--- config.mk ---
export PLATFORM = sky130hd
export DESIGN_NAME = decode_stage_flat
export DESIGN_NICKNAME = d
export VERILOG_FILES = /design/src/rtl/decode_stage_if.sv /design/src/rtl/decode_stage.sv /design/src/flat_wrapper.sv
export SDC_FILE = /design/constraint.sdc
export NUM_CORES = 2
export LEC_CHECK = 0
export CAP_MARGIN = 30
export CORE_UTILIZATION = 45
export CTS_CLUSTER_SIZE = 24
export DETAILED_ROUTE_END_ITERATION = 8
export DONT_BUFFER_PORTS = 1
export GPL_ROUTABILITY_DRIVEN = 0
export PLACE_DENSITY = 0.68
export SYNTH_ARGS = -nofsm -noshare
export SYNTH_HDL_FRONTEND = slang
export SYNTH_SLANG_ARGS = --single-unit
--- constraint.sdc ---
create_clock -name clk -period 10.9 [get_ports clk]
set_clock_uncertainty 0.05 [all_clocks]
set_input_delay 2.725 -clock clk [delete_from_list [all_inputs] [get_ports clk]]
set_output_delay 2.725 -clock clk [all_outputs]
set_load 0.02 [all_outputs]
--- src/rtl/decode_stage_if.sv ---
// Fetch/write-back/execute bundle around the decode stage.
// The slave modport is the stage's view; master is the surrounding pipeline.
interface decode_stage_if #(
    parameter int XLEN = 32,
    parameter int RAW  = 5
);
    logic            in_valid;
    logic            in_ready;
    logic [31:0]     instruction;
    logic            wb_en;
    logic [RAW-1:0]  wb_rd;
    logic [XLEN-1:0] wb_data;
    logic            flush;
    logic            ex_ready;
    logic            out_valid;
    logic [2:0]      out_alu_op;
    logic            out_alu_alt;
    logic [XLEN-1:0] out_imm;
    logic            out_use_imm;
    logic            out_reg_write;
    logic            out_illegal;
    logic [RAW-1:0]  out_rs1;
    logic [RAW-1:0]  out_rs2;
    logic [RAW-1:0]  out_rd;
    logic [XLEN-1:0] out_rs1_data;
    logic [XLEN-1:0] out_rs2_data;

    modport master (
        output in_valid, instruction, wb_en, wb_rd, wb_data, flush, ex_ready,
        input  in_ready, out_valid, out_alu_op, out_alu_alt, out_imm, out_use_imm,
               out_reg_write, out_illegal, out_rs1, out_rs2, out_rd,
               out_rs1_data, out_rs2_data
    );

    modport slave (
        input  in_valid, instruction, wb_en, wb_rd, wb_data, flush, ex_ready,
        output in_ready, out_valid, out_alu_op, out_alu_alt, out_imm, out_use_imm,
               out_reg_write, out_illegal, out_rs1, out_rs2, out_rd,
               out_rs1_data, out_rs2_data
    );
endinterface

--- src/rtl/decode_stage.sv ---
// Decode stage: OP/OP-IMM decode, register read with write-back bypass,
// scoreboard stall and a single registered ID/EX slot.
module decode_stage #(
    parameter int XLEN = 32,
    parameter int NREG = 32,
    parameter int RAW  = 5
) (
    input  logic          clk,
    input  logic          rst,
    decode_stage_if.slave bus
);
    localparam logic [6:0] OPC_OP    = 7'b0110011;
    localparam logic [6:0] OPC_OPIMM = 7'b0010011;

    typedef struct packed {
        logic [2:0]      alu_op;
        logic            alu_alt;
        logic [XLEN-1:0] imm;
        logic            use_imm;
        logic            reg_write;
        logic            illegal;
        logic [RAW-1:0]  rs1;
        logic [RAW-1:0]  rs2;
        logic [RAW-1:0]  rd;
        logic [XLEN-1:0] rs1_data;
        logic [XLEN-1:0] rs2_data;
    } id_ex_t;

    logic [NREG-1:0][XLEN-1:0] rf;
    logic [NREG-1:0]           pending;
    logic [NREG-1:0]           pending_nxt;
    id_ex_t                    dec;
    id_ex_t                    out_q;
    logic                      out_valid_q;
    logic                      is_op;
    logic                      is_opimm;
    logic                      legal;
    logic                      hazard;
    logic                      in_ready_c;
    logic                      fire;
    logic                      wb_we;
    logic                      kill_wr;

    function automatic logic [RAW-1:0] field(input logic [4:0] f);
        return RAW'(f);
    endfunction

    // Index 0 and indices beyond NREG have no storage and never track hazards.
    function automatic logic live_idx(input logic [RAW-1:0] idx);
        return (idx != '0) && (int'(idx) < NREG);
    endfunction

    function automatic logic [XLEN-1:0] rd_port(
        input logic [RAW-1:0]            idx,
        input logic [NREG-1:0][XLEN-1:0] regs,
        input logic                      we,
        input logic [RAW-1:0]            wr,
        input logic [XLEN-1:0]           wd
    );
        if (!live_idx(idx)) return '0;
        if (we && wr == idx) return wd;
        return regs[idx];
    endfunction

    // A write-back landing this cycle resolves the hazard for that register.
    function automatic logic pend(
        input logic [RAW-1:0]  idx,
        input logic [NREG-1:0] pnd,
        input logic            we,
        input logic [RAW-1:0]  wr
    );
        return live_idx(idx) && pnd[idx] && !(we && wr == idx);
    endfunction

    assign is_op    = bus.instruction[6:0] == OPC_OP;
    assign is_opimm = bus.instruction[6:0] == OPC_OPIMM;
    assign legal    = is_op || is_opimm;
    assign wb_we    = bus.wb_en && live_idx(bus.wb_rd);

    always_comb begin
        dec           = '0;
        dec.alu_op    = bus.instruction[14:12];
        dec.rs1       = field(bus.instruction[19:15]);
        dec.rs2       = field(bus.instruction[24:20]);
        dec.rd        = field(bus.instruction[11:7]);
        dec.use_imm   = is_opimm;
        dec.illegal   = !legal;
        dec.reg_write = legal && live_idx(dec.rd);
        dec.alu_alt   = (is_op || (is_opimm && bus.instruction[14:12] == 3'b101))
                        && bus.instruction[30];
        dec.imm       = is_op ? '0
                              : {{(XLEN-12){bus.instruction[31]}}, bus.instruction[31:20]};
        dec.rs1_data  = rd_port(dec.rs1, rf, bus.wb_en, bus.wb_rd, bus.wb_data);
        dec.rs2_data  = rd_port(dec.rs2, rf, bus.wb_en, bus.wb_rd, bus.wb_data);
    end

    always_comb begin
        hazard = 1'b0;
        if (legal) begin
            hazard = pend(dec.rs1, pending, bus.wb_en, bus.wb_rd)
                  || (is_op && pend(dec.rs2, pending, bus.wb_en, bus.wb_rd))
                  || (dec.reg_write && pend(dec.rd, pending, bus.wb_en, bus.wb_rd));
        end
    end

    assign in_ready_c   = (!out_valid_q || bus.ex_ready) && !hazard && !bus.flush;
    assign fire         = bus.in_valid && in_ready_c;
    assign kill_wr      = bus.flush && out_valid_q && out_q.reg_write;
    assign bus.in_ready = in_ready_c;

    // Clears first, then the issue-time set so a same-cycle set wins.
    always_comb begin
        pending_nxt = pending;
        if (wb_we) pending_nxt[bus.wb_rd] = 1'b0;
        if (kill_wr) pending_nxt[out_q.rd] = 1'b0;
        if (fire && dec.reg_write) pending_nxt[dec.rd] = 1'b1;
        pending_nxt[0] = 1'b0;
    end

    always_ff @(posedge clk or negedge rst) begin
        if (!rst) begin
            rf          <= '0;
            pending     <= '0;
            out_q       <= '0;
            out_valid_q <= 1'b0;
        end else begin
            if (wb_we) rf[bus.wb_rd] <= bus.wb_data;
            pending <= pending_nxt;
            if (bus.flush) begin
                out_valid_q <= 1'b0;
            end else if (fire) begin
                out_valid_q <= 1'b1;
                out_q       <= dec;
            end else if (bus.ex_ready) begin
                out_valid_q <= 1'b0;
            end
        end
    end

    assign bus.out_valid     = out_valid_q;
    assign bus.out_alu_op    = out_q.alu_op;
    assign bus.out_alu_alt   = out_q.alu_alt;
    assign bus.out_imm       = out_q.imm;
    assign bus.out_use_imm   = out_q.use_imm;
    assign bus.out_reg_write = out_q.reg_write;
    assign bus.out_illegal   = out_q.illegal;
    assign bus.out_rs1       = out_q.rs1;
    assign bus.out_rs2       = out_q.rs2;
    assign bus.out_rd        = out_q.rd;
    assign bus.out_rs1_data  = out_q.rs1_data;
    assign bus.out_rs2_data  = out_q.rs2_data;
endmodule

--- src/flat_wrapper.sv ---
// flat-port wrapper written by rule: the top's interface ports become plain ports
module decode_stage_flat 
#(
    parameter int XLEN = 32,
    parameter int NREG = 32,
    parameter int RAW  = 5
)
  (clk, rst, bus_in_valid, bus_instruction, bus_wb_en, bus_wb_rd, bus_wb_data, bus_flush, bus_ex_ready, bus_in_ready, bus_out_valid, bus_out_alu_op, bus_out_alu_alt, bus_out_imm, bus_out_use_imm, bus_out_reg_write, bus_out_illegal, bus_out_rs1, bus_out_rs2, bus_out_rd, bus_out_rs1_data, bus_out_rs2_data);
  decode_stage_if #(.XLEN(XLEN), .RAW(RAW)) bus_i ();
  input  logic clk;
  input  logic rst;
  input wire logic [$bits(bus_i.in_valid)-1:0] bus_in_valid;
  input wire logic [$bits(bus_i.instruction)-1:0] bus_instruction;
  input wire logic [$bits(bus_i.wb_en)-1:0] bus_wb_en;
  input wire logic [$bits(bus_i.wb_rd)-1:0] bus_wb_rd;
  input wire logic [$bits(bus_i.wb_data)-1:0] bus_wb_data;
  input wire logic [$bits(bus_i.flush)-1:0] bus_flush;
  input wire logic [$bits(bus_i.ex_ready)-1:0] bus_ex_ready;
  output wire logic [$bits(bus_i.in_ready)-1:0] bus_in_ready;
  output wire logic [$bits(bus_i.out_valid)-1:0] bus_out_valid;
  output wire logic [$bits(bus_i.out_alu_op)-1:0] bus_out_alu_op;
  output wire logic [$bits(bus_i.out_alu_alt)-1:0] bus_out_alu_alt;
  output wire logic [$bits(bus_i.out_imm)-1:0] bus_out_imm;
  output wire logic [$bits(bus_i.out_use_imm)-1:0] bus_out_use_imm;
  output wire logic [$bits(bus_i.out_reg_write)-1:0] bus_out_reg_write;
  output wire logic [$bits(bus_i.out_illegal)-1:0] bus_out_illegal;
  output wire logic [$bits(bus_i.out_rs1)-1:0] bus_out_rs1;
  output wire logic [$bits(bus_i.out_rs2)-1:0] bus_out_rs2;
  output wire logic [$bits(bus_i.out_rd)-1:0] bus_out_rd;
  output wire logic [$bits(bus_i.out_rs1_data)-1:0] bus_out_rs1_data;
  output wire logic [$bits(bus_i.out_rs2_data)-1:0] bus_out_rs2_data;
  assign bus_i.in_valid = bus_in_valid;
  assign bus_i.instruction = bus_instruction;
  assign bus_i.wb_en = bus_wb_en;
  assign bus_i.wb_rd = bus_wb_rd;
  assign bus_i.wb_data = bus_wb_data;
  assign bus_i.flush = bus_flush;
  assign bus_i.ex_ready = bus_ex_ready;
  assign bus_in_ready = bus_i.in_ready;
  assign bus_out_valid = bus_i.out_valid;
  assign bus_out_alu_op = bus_i.out_alu_op;
  assign bus_out_alu_alt = bus_i.out_alu_alt;
  assign bus_out_imm = bus_i.out_imm;
  assign bus_out_use_imm = bus_i.out_use_imm;
  assign bus_out_reg_write = bus_i.out_reg_write;
  assign bus_out_illegal = bus_i.out_illegal;
  assign bus_out_rs1 = bus_i.out_rs1;
  assign bus_out_rs2 = bus_i.out_rs2;
  assign bus_out_rd = bus_i.out_rd;
  assign bus_out_rs1_data = bus_i.out_rs1_data;
  assign bus_out_rs2_data = bus_i.out_rs2_data;
  decode_stage #(.XLEN(XLEN), .NREG(NREG), .RAW(RAW)) u_core (.clk(clk), .rst(rst), .bus(bus_i));
endmodule
==> results.sh <==
export IMPL_cp_slowest_cell="or2_2"
export IMPL_clock_path_buffers=3
export IMPL_async_reset_ff_frac=1.00
export IMPL_critPathMaxStageDelay_ns=0.75
export IMPL_die_width_um=372
export IMPL_core_area_um2=136000
export IMPL_gr_usage_all_layers=0.289
export IMPL_synth_edff_count=0
export IMPL_final_nets=4158
export IMPL_hp_class="reg -> reg"
export IMPL_yosysWarningCount=0
export IMPL_overflow=0
export IMPL_cts_tree="done"
export IMPL_cts_resized=0
export IMPL_yosys_top_cells_area="dfrtp_1 (47%), mux2_2 (20%), mux4_2 (16%), mux2i_1 (3.4%), clkbuf_1 (2.1%)"
export IMPL_drt_pass1_iterations=6
export IMPL_synth_top_area_frac=0.469
export IMPL_path_max_fanout=189
export IMPL_clkSlewWorstSetupHoldPaths_ns=0.06
export IMPL_min_period_ns=8.81
export IMPL_insertion_delay_ns=0.75
export IMPL_path_cells="or2_2, nor3_2, buf_4, nor2_1, and4_1, a221o_2, nor3_1"
export IMPL_critPathCaptureType="primary output"
export IMPL_yosysMostFrequentCell="dfrtp_1"
export IMPL_synth_flop_cell="dfrtp_1"
export IMPL_ys_seq_area_frac=0.469
export IMPL_p_int_mw=9.03
export IMPL_pwr_share_seq=0.470
export IMPL_p_sw_mw=3.36
export IMPL_synth_top_family_by_area="multiplexers"
export IMPL_die_h_um=372
export IMPL_syn2layout_area_growth_pct=8.72
export IMPL_finish_instance_area_um2=66900
export IMPL_leakage_nw=28.6
export IMPL_tns_ns=0
export IMPL_max_cap_violations=0
export IMPL_initial_core_util=0.454
export IMPL_synth_area_mux_share=0.398
export IMPL_worstMarginPinSlew_ns=1.46
export IMPL_grt_pass1_wl_um=289000
export IMPL_row_count=135
export IMPL_first_iter_violations=5003
export IMPL_top_layer="met4"
export IMPL_antenna_left=0
export IMPL_synth_simple_gate_area_frac=0.0295
export IMPL_synth_distinct_cells=64
export IMPL_slew_headroom=0.0252
export IMPL_dr_wl_met3_um=21600
export IMPL_grt_max_degree=360
export IMPL_grt_antenna_before_repair=1
export IMPL_clock_fmax_mhz=114
export IMPL_crit_required_ns=8.12
export IMPL_synth_xor_area_share=0.00213
export IMPL_post_cts_buffers=0
export IMPL_outcome="complete, no violations"
export IMPL_vias_per_cell=6.84
export IMPL_ir_worst_vdd_uv=141
export IMPL_io_pins=195
export IMPL_synth_largest_area_cell="dfrtp_1"
export IMPL_ys_ff_latch=1154
export IMPL_routed_wl_um=200000
export IMPL_fillers=11400
export IMPL_p_comb_frac=0.178
export IMPL_root_buffer="clkbuf_16"
export IMPL_powerDensity_nw_per_um2=185
export IMPL_finalCritPeriodShare=0.808
export IMPL_arrival_ns=6.04
export IMPL_wl_met2_um=89600
export IMPL_grt_pass1_vias=40400
export IMPL_drive_above_1_share=0.450
export IMPL_path_class="in -> out"
export IMPL_cts_buffers=119
export IMPL_dieArea_um2=138000
export IMPL_rsz0062_at_grt="false"
export IMPL_synth_area_um2=61600
export IMPL_setup_viol=0
export IMPL_placed_cells=5741
export IMPL_synth_cells=4394
export IMPL_final_max_slew_violation_count=0
export IMPL_cp_start_kind="primary input"
export IMPL_cts_max_level=3
export IMPL_instances_no_fill=5969
export IMPL_num_vias=40800
export IMPL_place_area_um2=62700
export IMPL_ctsHoldBuffers=0
export IMPL_clockPowerShare=0.352
export IMPL_switching_share=0.271
export IMPL_regArea_um2=28900
export IMPL_synth_common_cells="dfrtp_1 (1154), mux2_2 (1093), mux4_2 (444), clkbuf_1 (340), mux2i_1 (210)"
export IMPL_hold_viol=0
export IMPL_numClockSinks=1154
export IMPL_avgSynthCellArea_um2=14.0
export IMPL_synth_compound_area_frac=0.0623
export IMPL_drc=0
export IMPL_wl_per_cell_um=33.5
export IMPL_wl_met1_um=80400
export IMPL_multi_input_area_um2=30500
export IMPL_synth_net_count=4469
export IMPL_dp_hpwl_um=105000
export IMPL_synthAdderAreaFrac=0
export IMPL_io_buffers=0
-- worst max-delay path, delay by kind of cell --
family	cells	cell delay (ns)
simple gates	5	2.29
buf+inv	1	0.32
compound gates	1	0.48
-- logic make-up after synthesis --
| kind of cell | Yosys count |
|---|---|
| compound gates | 513 |
| xor+xnor | 15 |
| buf+inv | 573 |
| flops | 1154 |
| mux | 1753 |
| simple gates | 386 |
-- state kept, by name, indices dropped and copies added, names as in the netlist --
signal	cells
u_core.bus.out_alu_alt	1
u_core.bus.out_reg_write	1
u_core.bus.out_rs2_data	32
u_core.bus.out_imm	12
u_core.rf	1024
u_core.bus.out_valid	1
u_core.bus.out_alu_op	3
u_core.bus.out_rs1_data	32
u_core.bus.out_rs1	5
u_core.pending	31
u_core.bus.out_rs2	5
u_core.bus.out_illegal	1
u_core.bus.out_use_imm	1
u_core.bus.out_rd	5
-- final cells by class --
type,count,share of cell area
Antenna cell,4,0.000150
Clock buffer,179,0.0524
Clock inverter,43,0.00948
Inverter,68,0.00381
Multi-Input combinational cell,2667,0.456
Sequential cell,1154,0.432
Tap cell,1781,0.0333
Timing Repair Buffer,73,0.0130
-- power groups by stage --
stage / Sequential, mW / Combinational, mW / Clock [mW]
3_3_place_gp: 5.83 / 2.10 / 0
6_report: 5.83 / 2.20 / 4.36
5_1_grt: 5.93 / 2.34 / 4.57
4_1_cts: 5.80 / 2.19 / 4.40
2_1_floorplan: 5.64 / 1.89 / 0
3_5_place_dp: 5.87 / 2.18 / 0
-- through the flow --
step                hold slack, ns  setup slack (ns)  power (mW)  utilization
finish                       0.346              2.09        12.4        0.493
global placement             0.327              2.46        7.94        0.460
global route                 0.353              2.27        12.8        0.493
CTS                          0.347              2.38        12.4        0.493
floorplan                    0.391              2.95        7.53            -
detailed placement           0.332              2.40        8.05        0.463
-- routing by layer --
metal	vias to the layer above	GRT usage
met5	-	0
met4	0	0.118
met3	435	0.0767
met2	2223	0.430
met1	22000	0.400
li1	16200	-
-- final timing paths --
path / end / startpoint / slack (ns) / cells after the start
max: bus_in_ready / bus_instruction[21] / 2.09 / 7
min: u_core.rf[14] / u_core.rf[14] / 0.35 / 0
max reg2reg: u_core.bus.out_rs2_data[28] / u_core.pending[12] / 7.02 / 9
min reg2reg: u_core.rf[14] / u_core.rf[14] / 0.35 / 0
max in group asynchronous: u_core.rf[12] / rst / 5.44 / 4
min in group asynchronous: u_core.bus.out_rs1_data[15] / rst / 1.63 / 0
-- cell usage in the layout, fill, tap and decap left out, drive strengths merged, types with 21 or more instances in the layout --
cell    count
nor2b      28
inv        70
a221oi     35
o221ai     42
nand2     135
clkinv     22
o32ai      21
nor2       87
o211ai     24
o21ai      60
clkbuf    179
a21oi      49
o31ai      29
a22oi     119
nand2b     23
o22ai      38
nand3      45
buf        73
mux2i     210
dfrtp    1154
mux2     1099
mux4      444
No activity file was read; power rests on OpenSTA's default activity.
